==> config.mk <==
export PLATFORM = sky130hd
export DESIGN_NAME = serial_operand_driver
export DESIGN_NICKNAME = d
export VERILOG_FILES = /design/src/rtl/adder_pkg.sv /design/src/rtl/serial_operand_driver_piso_shift.sv /design/src/rtl/serial_operand_driver.sv
export SDC_FILE = /design/constraint.sdc
export NUM_CORES = 1
export LEC_CHECK = 0
export BUFFER_PORTS_ARGS = -buffer_cell sky130_fd_sc_hd__buf_2
export CAP_MARGIN = 20
export CORE_ASPECT_RATIO = 1.25
export CORE_UTILIZATION = 51
export CTS_BUF_LIST = sky130_fd_sc_hd__clkbuf_4 sky130_fd_sc_hd__clkbuf_8
export DETAILED_ROUTE_END_ITERATION = 8
export PLACE_DENSITY = 0.84
export SLEW_MARGIN = 0
export SYNTH_ARGS = -nofsm -noshare
export SYNTH_HDL_FRONTEND = slang
export SYNTH_SLANG_ARGS = --single-unit
==> constraint.sdc <==
create_clock -name clk -period 1.9 [get_ports clk]
set_input_delay 0.095 -clock clk [delete_from_list [all_inputs] [get_ports clk]]
set_output_delay 0.095 -clock clk [all_outputs]
set_load 0.005 [all_outputs]
==> src/rtl/adder_pkg.sv <==
// adder_pkg: shared state encoding and default operand width for the serial adder driver
package adder_pkg;
  localparam int WIDTH_DEF = 8;
  typedef enum logic [2:0] {S_IDLE, S_CLEAR, S_SHIFT, S_FINAL, S_DONE} state_t;
endpackage

==> src/rtl/serial_operand_driver_piso_shift.sv <==
// piso_shift: parallel-load, LSB-first shift register feeding one serial operand bit
module piso_shift #(
  parameter int WIDTH = 8
) (
  input  logic             clk,
  input  logic             reset,
  input  logic             load,
  input  logic             shift,
  input  logic [WIDTH-1:0] d,
  output logic             q0
);
  logic [WIDTH-1:0] r_q;
  always_ff @(posedge clk or posedge reset)
    if (reset) r_q <= '0;
    else if (load) r_q <= d;
    else if (shift) r_q <= {1'b0, r_q[WIDTH-1:1]};
  assign q0 = r_q[0];
endmodule

==> src/rtl/serial_operand_driver.sv <==
// serial_operand_driver: sequences a carry-latch adder bit-serially and collects op_a + op_b
module serial_operand_driver
  import adder_pkg::*;
#(
  parameter int WIDTH = WIDTH_DEF
) (
  input  logic             clk,
  input  logic             reset,
  input  logic             start,
  input  logic [WIDTH-1:0] op_a,
  input  logic [WIDTH-1:0] op_b,
  output logic             busy,
  output logic             done,
  output logic [WIDTH:0]   result,
  output logic             a,
  output logic             b,
  output logic             runstop,
  input  logic             sum_in,
  input  logic             carry_in
);
  localparam int CW = (WIDTH > 2) ? $clog2(WIDTH) : 1;
  localparam logic [CW-1:0] LAST = CW'(WIDTH - 1);
  state_t          r_state;
  logic [CW-1:0]   r_cnt;
  logic [WIDTH:0]  r_result;
  logic            r_a, r_b, r_runstop, r_busy, r_done;
  logic            w_load, w_shift, w_a, w_b;
  assign w_load  = (r_state == S_IDLE) && start;
  assign w_shift = (r_state == S_CLEAR) || ((r_state == S_SHIFT) && (r_cnt != LAST));
  piso_shift #(.WIDTH(WIDTH)) u_sr_a (
    .clk(clk), .reset(reset), .load(w_load), .shift(w_shift), .d(op_a), .q0(w_a)
  );
  piso_shift #(.WIDTH(WIDTH)) u_sr_b (
    .clk(clk), .reset(reset), .load(w_load), .shift(w_shift), .d(op_b), .q0(w_b)
  );
  // a/b present the bit the adder is working on; the shift registers run one bit ahead
  always_ff @(posedge clk or posedge reset)
    if (reset) begin
      r_state   <= S_IDLE;
      r_cnt     <= '0;
      r_result  <= '0;
      r_a       <= 1'b0;
      r_b       <= 1'b0;
      r_runstop <= 1'b0;
      r_busy    <= 1'b0;
      r_done    <= 1'b0;
    end else begin
      case (r_state)
        S_IDLE: if (start) begin
          r_state   <= S_CLEAR;
          r_result  <= '0;
          r_runstop <= 1'b1;
          r_busy    <= 1'b1;
        end
        S_CLEAR: begin
          r_state <= S_SHIFT;
          r_a     <= w_a;
          r_b     <= w_b;
        end
        S_SHIFT: begin
          r_result[r_cnt] <= sum_in;
          if (r_cnt == LAST) begin
            r_state   <= S_FINAL;
            r_cnt     <= '0;
            r_a       <= 1'b0;
            r_b       <= 1'b0;
            r_runstop <= 1'b0;
          end else begin
            r_cnt <= r_cnt + 1'b1;
            r_a   <= w_a;
            r_b   <= w_b;
          end
        end
        S_FINAL: begin
          r_result[WIDTH] <= carry_in;
          r_state         <= S_DONE;
          r_busy          <= 1'b0;
          r_done          <= 1'b1;
        end
        S_DONE: begin
          r_state <= S_IDLE;
          r_done  <= 1'b0;
        end
        default: r_state <= S_IDLE;
      endcase
    end
  assign busy    = r_busy;
  assign done    = r_done;
  assign result  = r_result;
  assign a       = r_a;
  assign b       = r_b;
  assign runstop = r_runstop;
endmodule
==> Word level (Yosys, flattened, before mapping) <==
Index checks and enable logic that the tools add are counted.
{ "word_totals": {"ff_bits": 36, "input_bits": 21, "output_inout_bits": 14, "wordCells": 61} }
{ "classes": {"n_addsub": 1, "order_cmp": 2, "n_eq_ne": 8, "muxes": 23, "reduce_logical": 16} }
{ "op_table": {"columns": ["op", "n"], "rows": [
  ["two-way mux 8 bit", 4],
  ["one-hot mux 8 bit (2 select lines)", 1],
  ["one-hot mux 3 bit (4 select lines)", 1],
  ["one-hot mux 1 bit (2 select lines)", 5],
  ["nonzero test 2 bit", 5],
  ["bitwise mux 9 bit", 1],
  ["two-way mux 3 bit", 3],
  ["two-way mux 9 bit", 1],
  ["AND reduction 2 bit", 4],
  ["== test 3 x 2 -> 1 bit, second input constant", 2],
  ["== test 3 bit, second input constant", 2],
  ["< comparator 3 x 5 -> 1 bit, second input constant", 1],
  ["two-way mux 1 bit", 5],
  ["adder 3 x 1 -> 3 bit, second input constant", 1],
  ["demux 1 bit (select 3 bit)", 1],
  ["== test 3 x 1 -> 1 bit, second input constant", 1],
  [">= comparator 3 x 1 -> 1 bit, second input constant", 1],
  ["logical AND 1 bit", 3],
  ["logical NOT 3 bit", 1],
  ["inequality test 3 bit, second input constant", 1],
  ["one-hot mux 1 bit (3 select lines)", 1],
  ["AND reduction 3 bit", 1],
  ["nonzero test 3 bit", 1],
  ["inequality test 2 x 1 -> 1 bit, second input constant", 1],
  ["2 further kinds", 2]
]} }

==> Depth between registers and ports, before layout <==
Gate-level depths: netlist of run 1.
{ "depth": {"depth_word": 6, "depth_mapped": 6, "ltp_nobuf": 5} }

==> By module <==
Synthesis of run 1 repeated with hierarchy kept, for this count alone.
{ "unflattened": {"hier_cells": 169, "hier_area_um2": 1745.4} }
{ "modules_own_cells": {"columns": ["module", "instances", "cells_each", "area_each_um2", "seq_area_each_um2"], "rows": [
  ["serial_operand_driver", 1, 99, 999.7, 500.5],
  ["piso_shift", 2, 35, 372.9, 200.2]
]} }

==> Worst setup path before layout of run 1 <==
Ideal clock, no wire load.
{ "synth_timing": {"path_type": "reg-to-reg", "from": "register r_cnt[0]", "to": "register u_sr_a.r_q[0]", "arrival_time_ns": 1.929, "required_time_ns": 1.775, "path_slack_ns": -0.154, "path_stages_with_launch": 7, "path_buffers": 1, "synth_period_minus_slack_ns": 2.054, "path_cell_list": "dfrtp_1 ha_1 ha_1 or3b_4 a21oi_4 buf_6 mux2_2"} }
{ "synth_via": {"elab_chain_cells": 4} }
{ "synth_rtl": {"columns": ["element", "line_no", "source"], "rows": [
  ["start: declaration", "serial_operand_driver.sv:24", "logic [CW-1:0] r_cnt;"],
  ["start signal: assignment", "serial_operand_driver.sv:69", "r_cnt <= r_cnt + 1'b1;"],
  ["inequality test 3 bit", "serial_operand_driver.sv:29", "assign w_shift = (r_state == S_CLEAR) || ((r_state == S_SHIFT) && (r_cnt != LAST));"],
  ["logical AND 1 bit", "serial_operand_driver.sv:29", null],
  ["logical OR 1 bit", "serial_operand_driver.sv:29", null],
  ["nonzero test 2 bit (no line)", null, null],
  ["end signal: assignment", "serial_operand_driver_piso_shift.sv:16", "else if (shift) r_q <= {1'b0, r_q[WIDTH-1:1]};"],
  ["end: declaration", "serial_operand_driver_piso_shift.sv:12", "logic [WIDTH-1:0] r_q;"]
]} }
Every way passes these cells.
A chain may end at the register's enable or synchronous reset.

==> Final worst setup path of run 1 <==
{ "layout_timing": {"from": "register r_cnt[0]", "to": "register u_sr_a.r_q[1]"} }
Same word-level chain as after synthesis.

==> results.rst, run 1 <==
.. list-table::
   :header-rows: 1

   * - Metric
     - Value
   * - Filler cell count
     - 279
   * - Number of storage elements in the synthesis netlist
     - 36
   * - Vias in the first global route
     - 1,415
   * - Aggregate negative setup slack
     - 0 ns
   * - Final setup viols
     - 0
   * - I/O pin count
     - 35
   * - Number of synthesized flops with an enable pin
     - 0
   * - Maximum level of the CTS H-tree
     - 2
   * - Number of buffers inserted during clock tree synthesis
     - 5
   * - Remaining DRCs
     - 0
   * - Highest fanout seen on the critical path
     - 16
   * - Dominant synthesized flop cell
     - dfrtp_1
   * - Max Clock Skew
     - 0.00917 ns
   * - Required time of the critical path
     - 2.08 ns
   * - Crit. End Element
     - flop
   * - Power Dens Cells
     - 1760 nW/µm²
   * - Yosys warnings
     - 0
   * - Share of the clock period used by the worst path
     - 99.5%
   * - Transition time at the pin with the least slew margin
     - 0.443 ns
   * - Clk Latency, worst-skew pair
     - 0.30 ns
   * - Area overhead of the layout relative to synthesis
     - 20.3%
   * - Number of pins with negative max-slew slack in the final report
     - 0
   * - Count of final hold-check violations
     - 0
   * - Number of gates resized after cts
     - 0
   * - Placed cells
     - 230
   * - Cell taking the most area after synthesis
     - dfrtp_1
   * - Most frequent cell after synthesis
     - dfrtp_1
   * - Number of diodes
     - 0
   * - Critical Path Start Type
     - flop
   * - Initial antenna violation count
     - 0
   * - Number of library cell types mapped by synthesis
     - 32
   * - CTS tree
     - done
   * - PortBufs
     - 34
   * - Post-synth net total
     - 177
   * - Total Routed Length
     - 3580 µm
   * - All-layer global routing usage
     - 21.2%
   * - Final period demand of the worst path
     - 1.89 ns
   * - Average cell area after synthesis
     - 12.0 µm²
   * - Proportion of layout cells with a drive suffix above 1
     - 46.7%
   * - Top cells by area in the synthesized netlist
     - dfrtp_1 49%, mux2_2 20%, a31o_1 2.8%
   * - GP Congestion
     - 0.733
   * - Count of vias placed by the detailed router
     - 1,302
   * - Root buffer selected by CTS
     - clkbuf_8
   * - Critical setup path kind
     - flop to flop
   * - Hpwl dp
     - 2620 µm
   * - Arr. time, crit path
     - 2.07 ns
   * - Max-Cap Viols
     - 0
   * - Maximum vdd ir drop
     - 0.00110 V
   * - Area enclosed by the die boundary
     - 3870 µm²
   * - Synthesized cell area
     - 1850 µm²
   * - Final net count
     - 222
   * - Maximum number of pins on one net before global-route repair
     - 37
   * - Total leakage power
     - 1.03 nW
   * - Number of nets with antenna violations after routing
     - 0
   * - Number of cells produced by synthesis
     - 154
   * - DIE WIDTH
     - 55.8 µm
   * - Top cells by count, synth
     - 36 x dfrtp_1, 33 x mux2_2, 11 x inv_1, 8 x nor2b_1
   * - Die outline height
     - 69.3 µm
   * - Async S/R FF share, synth
     - 100%
   * - Fmax
     - 529 MHz
   * - Setup repair after global routing missed its margin
     - true
   * - Proportion of netlist area held by the largest area contributor
     - 48.8%
   * - Routed wirelength normalized by instance count
     - 15.1 µm
   * - Layout Cells excl Fill
     - 238
   * - # clock sinks
     - 36
   * - Drt first-iter violations
     - 22
   * - Effective utilization at floorplan
     - 53.0%
   * - Pre-antenna DRT Iters
     - 4
   * - Ratio of routed vias to standard cells
     - 5.47
   * - Buffers from clock root to sink, at most
     - 2
   * - HP Class
     - primary input to flop
   * - Relative max-transition margin
     - 70.4%
   * - Row count
     - 24
   * - Core ar.
     - 3480 µm²
   * - Clock transition at the registers of the reported paths
     - 0.07 ns
   * - Overflow left after global routing
     - 0
   * - Wire length of the first global-routing pass
     - 6240 µm
   * - Seq/Total Area, Yosys
     - 48.8%
   * - Result of the run
     - completed
[stage by stage]
stage | hold slack [ns] | setup slack [ns] | utilization (%) | cell area, µm² | power [W]
after global routing | 0.0267 | -0.0397 | 63.8 | 2220 | 0.00420
final | 0.00602 | 0.00893 | 63.8 | 2220 | 0.00391
after detailed placement | 0.216 | 0.00984 | 61.2 | 2130 | 0.00342
after CTS | 0.00752 | -0.00160 | 63.8 | 2220 | 0.00395
after global placement | 0.206 | 0.0641 | 61.2 | 2130 | 0.00324
after floorplan | 0.212 | -0.0707 | - | 1860 | 0.00281
[critical path, cell delays in order (launching register included)]
cell and delay [ns]:
dfrtp_1 0.38, ha_2 0.20, ha_4 0.15, or3b_4 0.38
a21oi_4 0.15, buf_12 0.16, mux2_2 0.34
[sequential cells by signal (all words and copies together) (netlist names)]
register / count
a: 1
b: 1
busy: 1
done: 1
r_cnt: 3
r_state: 3
result: 9
runstop: 1
u_sr_a.r_q: 8
u_sr_b.r_q: 8
[area by class of cell]
| cell class | instances | area (µm²) | area share [%] |
|---|---|---|---|
| Clock inverter | 2 | 12.5 | 0.563 |
| Multi-Input combinational cell | 97 | 847 | 38.1 |
| Clock buffer | 5 | 68.8 | 3.10 |
| Timing Repair Buffer | 48 | 303 | 13.6 |
| Tap cell | 39 | 48.8 | 2.20 |
| Sequential cell | 36 | 901 | 40.5 |
| Inverter | 11 | 41.3 | 1.86 |
[cells by family (layout without fill, tap and decap cells)]
group,count (synthesis),in the layout,synth area share (%)
flip-flops,36,36,48.8
multiplexers,34,34,20.7
AND/OR/NAND/NOR,32,32,11.4
AO/OA/AOI/OAI,28,28,11.2
buffers and inverters,21,66,6.16
adder cells (fa/ha/maj),2,2,1.35
XOR/XNOR,1,1,0.474
[power by group]
| group | internal [W] | switching (W) |
|---|---|---|
| clock network | 0.000248 | 0.000276 |
| logic | 0.00116 | 0.000862 |
| registers | 0.00113 | 0.000237 |
[metal layers]
metal / share of wire [%] / vias up / global-route usage, %
met5: 0 / - / 0
met4: 3.1 / 0 / 14.4
met3: 3.3 / 10 / 5.04
met2: 53 / 30 / 35.3
met1: 41 / 636 / 23.9
li1: - / 626 / -
[cells in the final DEF, fill, tap and decap left out, types with 2 or more instances in the layout]
| cell | netlist | layout |
|---|---|---|
| nand2_1 | 6 | 6 |
| mux2_2 | 33 | 33 |
| o21ai_0 | 6 | 6 |
| a31o_1 | 6 | 6 |
| buf_4 | 0 | 11 |
| nor3b_1 | 3 | 3 |
| buf_2 | 0 | 34 |
| inv_1 | 11 | 11 |
| a21oi_1 | 3 | 3 |
| o21bai_1 | 2 | 2 |
| o211ai_1 | 2 | 2 |
| dfrtp_1 | 36 | 36 |
| nand3_1 | 2 | 2 |
| nor2_1 | 5 | 5 |
| clkbuf_8 | 0 | 5 |
| a211oi_1 | 6 | 6 |
| and2_1 | 2 | 2 |
| buf_12 | 0 | 2 |
| nor2b_1 | 8 | 8 |
[path summary, 6_finish.rpt]
path	from	endpoint	slack (ns)	cells after the start
max	r_cnt[0]	u_sr_a.r_q[1]	0.009	6
min	op_b[7]	u_sr_b.r_q[7]	0.006	3
max reg2reg	r_cnt[0]	u_sr_a.r_q[1]	0.009	6
min reg2reg	result[8]	result[8]	0.51	1
max in group asynchronous	reset	result[3]	1.15	4
min in group asynchronous	reset	r_state[0]	0.43	4
[repair_timing]
item,CTS,global route
setup endpoints to repair,1,14
hold buffers,1,0
endpoints found under the hold margin,36,0
buffers inserted,0,0
Power figures use the tool's default switching activity.
==> inputs of run 2 (changes only) <==
--- a/config.mk
+++ b/config.mk
@@ -11,7 +11,8 @@
 export CORE_UTILIZATION = 51
 export CTS_BUF_LIST = sky130_fd_sc_hd__clkbuf_4 sky130_fd_sc_hd__clkbuf_8
 export DETAILED_ROUTE_END_ITERATION = 8
-export PLACE_DENSITY = 0.84
+export GPL_TIMING_DRIVEN = 0
+export PLACE_DENSITY = 0.78
 export SLEW_MARGIN = 0
 export SYNTH_ARGS = -nofsm -noshare
 export SYNTH_HDL_FRONTEND = slang
==> run 2 against run 1 <==
The run now ends with negative setup slack left. Register-to-register slack worse by 0.05 ns. Critical path depth unchanged. Sequential cell count stayed put. Critical path type unchanged. Highest routed layer unchanged.
==> results.rst, run 2 (same netlist as run 1, synthesis figures left out) <==
.. list-table::
   :header-rows: 1

   * - Metric
     - Value
   * - Result of the run
     - complete, but fails checks
   * - Violated checks
     - negative setup slack
   * - Cells on Worst Hold Path
     - 3 (unchanged)
   * - I/O pin count
     - 35 (unchanged)
   * - Overflow left after global routing
     - 0 (unchanged)
   * - Crit. End Element
     - flop
   * - Internal power consumption
     - 0.00293 W (+16%)
   * - All-layer global routing usage
     - 21.4% (+0.21 points)
   * - # clock sinks
     - 36 (unchanged)
   * - Root buffer selected by CTS
     - clkbuf_8
   * - Routed wirelength normalized by instance count
     - 16.0 µm (+6.1%)
   * - Remaining DRCs
     - 0 (unchanged)
   * - Power after layout
     - 0.00443 W (+13%)
   * - Launch point of the worst hold path
     - op_a[7]
   * - Number of buffers inserted during clock tree synthesis
     - 5 (unchanged)
   * - Highest-count cells in the layout ignoring fill and taps
     - 35 x dfrtp_1, 33 x buf_2, 19 x mux2_2
   * - M2 GR Usage
     - 38.4% (+3.1 points)
   * - Area enclosed by the die boundary
     - 3870 µm² (unchanged)
   * - Part of the power in the clock network
     - 15.3% (+1.9 points)
   * - Final net count
     - 228 (+2.7%)
   * - Critical Path Start Type
     - flop
   * - Clk Latency, worst-skew pair
     - 0.29 ns (about the same)
   * - Area overhead of the layout relative to synthesis
     - 28.2%
   * - Power Dens Cells
     - 1870 nW/µm² (+6.3%)
   * - Die outline height
     - 69.3 µm (unchanged)
   * - M1 GR Usage
     - 25.2% (+1.3 points)
   * - Buffers from clock root to sink, at most
     - 2 (unchanged)
   * - Maximum vdd ir drop
     - 0.00143 V (+30%)
   * - Highest fanout seen on the critical path
     - 5 (-11)
   * - Arr. time, crit path
     - 2.12 ns (+0.05 ns)
   * - Final setup viols
     - 12 (+12)
   * - HP Class
     - primary input to flop
   * - Count of final hold-check violations
     - 0 (unchanged)
   * - Final period demand of the worst path
     - 1.94 ns (+0.0507 ns)
   * - Worst reg2reg path startpoint
     - r_cnt[1]
   * - Filler cell count
     - 245 (-12%)
   * - Depth of the worst register-to-register path
     - 6 (unchanged)
   * - Worst Slack Setup Final
     - -0.0418 ns (-0.0507 ns)
   * - Initial antenna violation count
     - 0 (unchanged)
   * - Switching component of the power
     - 0.00150 W (+8.9%)
   * - Power share of the sequential group
     - 31.1% (-3.9 points)
   * - Number of pins with negative max-slew slack in the final report
     - 0 (unchanged)
   * - Comb pwr share
     - 53.6% (+2.0 points)
   * - Critical setup path kind
     - flop to flop
   * - Share of the clock period used by the worst path
     - 102% (+2.7 points)
   * - Destination of the worst hold path
     - u_sr_a.r_q[7]
   * - Vias in the first global route
     - 1,337 (-5.5%)
   * - PortBufs
     - 33 (-2.9%)
   * - Transition time at the pin with the least slew margin
     - 0.621 ns (+0.178 ns)
   * - Grt met3 use
     - 5.04% (unchanged)
   * - Setup repair after global routing missed its margin
     - true
   * - Proportion of layout cells with a drive suffix above 1
     - 46.6% (-0.13 points)
   * - Commonest non-fill, non-tap cell in the layout
     - dfrtp_1
   * - Reg-to-reg setup timing slack
     - -0.04 ns (-0.05 ns)
   * - Maximum number of pins on one net before global-route repair
     - 25 (-32%)
   * - Wire length of the first global-routing pass
     - 6290 µm (+0.88%)
   * - Number of nets with antenna violations after routing
     - 0 (unchanged)
   * - Total Routed Length
     - 3910 µm (+9.2%)
   * - Ratio of routed vias to standard cells
     - 5.43 (-0.69%)
   * - Total leakage power
     - 1.12 nW (+8.8%)
   * - Max-Cap Viols
     - 0 (unchanged)
   * - Maximum level of the CTS H-tree
     - 2 (unchanged)
   * - Crit Reg-Reg Endpoint
     - u_sr_b.r_q[5]
   * - Number of flip-flops under the largest register name
     - 9 (unchanged)
   * - Max Clock Skew
     - 0.00717 ns (-0.00200 ns)
   * - Fmax
     - 515 MHz (-2.6%)
   * - Clock transition at the registers of the reported paths
     - 0.07 ns (about the same)
   * - CTS tree
     - done
   * - Aggregate negative setup slack
     - -0.358 ns (-0.358 ns)
   * - Effective utilization at floorplan
     - 53.0% (unchanged)
   * - Drt first-iter violations
     - 35 (+59%)
   * - GR peak layer
     - met2
   * - Row count
     - 24 (unchanged)
   * - Sw frac
     - 33.8% (-1.4 points)
   * - Number of diodes
     - 0 (unchanged)
   * - Count of vias placed by the detailed router
     - 1,331 (+2.2%)
   * - Relative max-transition margin
     - 58.5% (-12 points)
   * - DIE WIDTH
     - 55.8 µm (unchanged)
   * - GP Congestion
     - 0.710 (-3.2%)
   * - Hpwl dp
     - 2530 µm (-3.4%)
   * - Pre-antenna DRT Iters
     - 4 (unchanged)
   * - Core ar.
     - 3480 µm² (unchanged)
   * - Required time of the critical path
     - 2.08 ns (about the same)
run 2: changes by cell type in the layout (fill, tap and decap cells not counted), sizes merged:
cell	previous run	this run
clkbuf	5	11
bufinv	0	1
buf	47	48
clkinvlp	1	0
run 2: worst max path at each step:
stage / endpoint / start / slack, ns / cells after the start
floorplan: u_sr_a.r_q[0] / r_cnt[1] / -0.07 / 6
global route: u_sr_a.r_q[0] / r_cnt[1] / -0.09 / 6
global placement: u_sr_b.r_q[3] / r_cnt[1] / -0.19 / 6
CTS: u_sr_a.r_q[5] / r_cnt[1] / -0.07 / 6
detailed placement: u_sr_b.r_q[2] / r_cnt[1] / -0.25 / 6
finish: u_sr_b.r_q[5] / r_cnt[1] / -0.04 / 6
run 2: what timing repair did:
| item | CTS | global route |
|---|---|---|
| hold endpoints to repair | 12 | 0 |
| setup buffers | 8 | 0 |
| gates cloned | 1 | 0 |
| endpoints found under the setup margin | 15 | 16 |
| gates resized for setup | 17 | 3 |
| hold buffers | 1 | 0 |
| pin swaps | 4 | 3 |
run 2: layout make-up:
class	instances	area, µm²	share of cell area [%]
plain buffers	10	72.6	3.07
flip-flops and latches	36	902	38.1
inverters	11	41.3	1.74
well taps	39	48.8	2.06
clock inverters	2	35.0	1.48
clock buffers	6	76.3	3.22
repair buffers	44	282	11.9
multi-input cells	97	910	38.4
run 2: worst max-delay path, stage by stage, from the launching register on:
cell,delay [ns]
dfrtp_2,0.43
ha_4,0.17
ha_4,0.15
or3b_4,0.38
a21oi_4,0.23
buf_6,0.17
mux2_4,0.30
run 2: power groups by stage:
stage | sequential [W] | combinational, W | clock, W
after floorplan | 0.00135 | 0.00146 | 0
after global placement | 0.00136 | 0.00177 | 0
after detailed placement | 0.00139 | 0.00187 | 0
after CTS | 0.00138 | 0.00232 | 0.000684
after global routing | 0.00142 | 0.00256 | 0.000716
final | 0.00138 | 0.00237 | 0.000677
run 2: routing by layer:
layer | wire length [µm] | up-vias
met5 | 0 | -
met4 | 49 | 0
met3 | 139 | 5
met2 | 2190 | 30
met1 | 1530 | 654
li1 | - | 642
run 2: per-stage QoR:
| stage | util (%) | hold slack, ns | area, µm² | cells | setup WS, ns |
|---|---|---|---|---|---|
| after floorplan | - | 0.212 | 1860 | 154 | -0.0707 |
| after global placement | 59.6 | 0.306 | 2080 | 226 | -0.189 |
| after detailed placement | 60.4 | 0.180 | 2100 | 227 | -0.246 |
| after CTS | 67.6 | 0.0145 | 2360 | 245 | -0.0679 |
| after global routing | 68.0 | 0.0312 | 2370 | 245 | -0.0931 |
| final | 68.0 | 0.0129 | 2370 | 245 | -0.0418 |
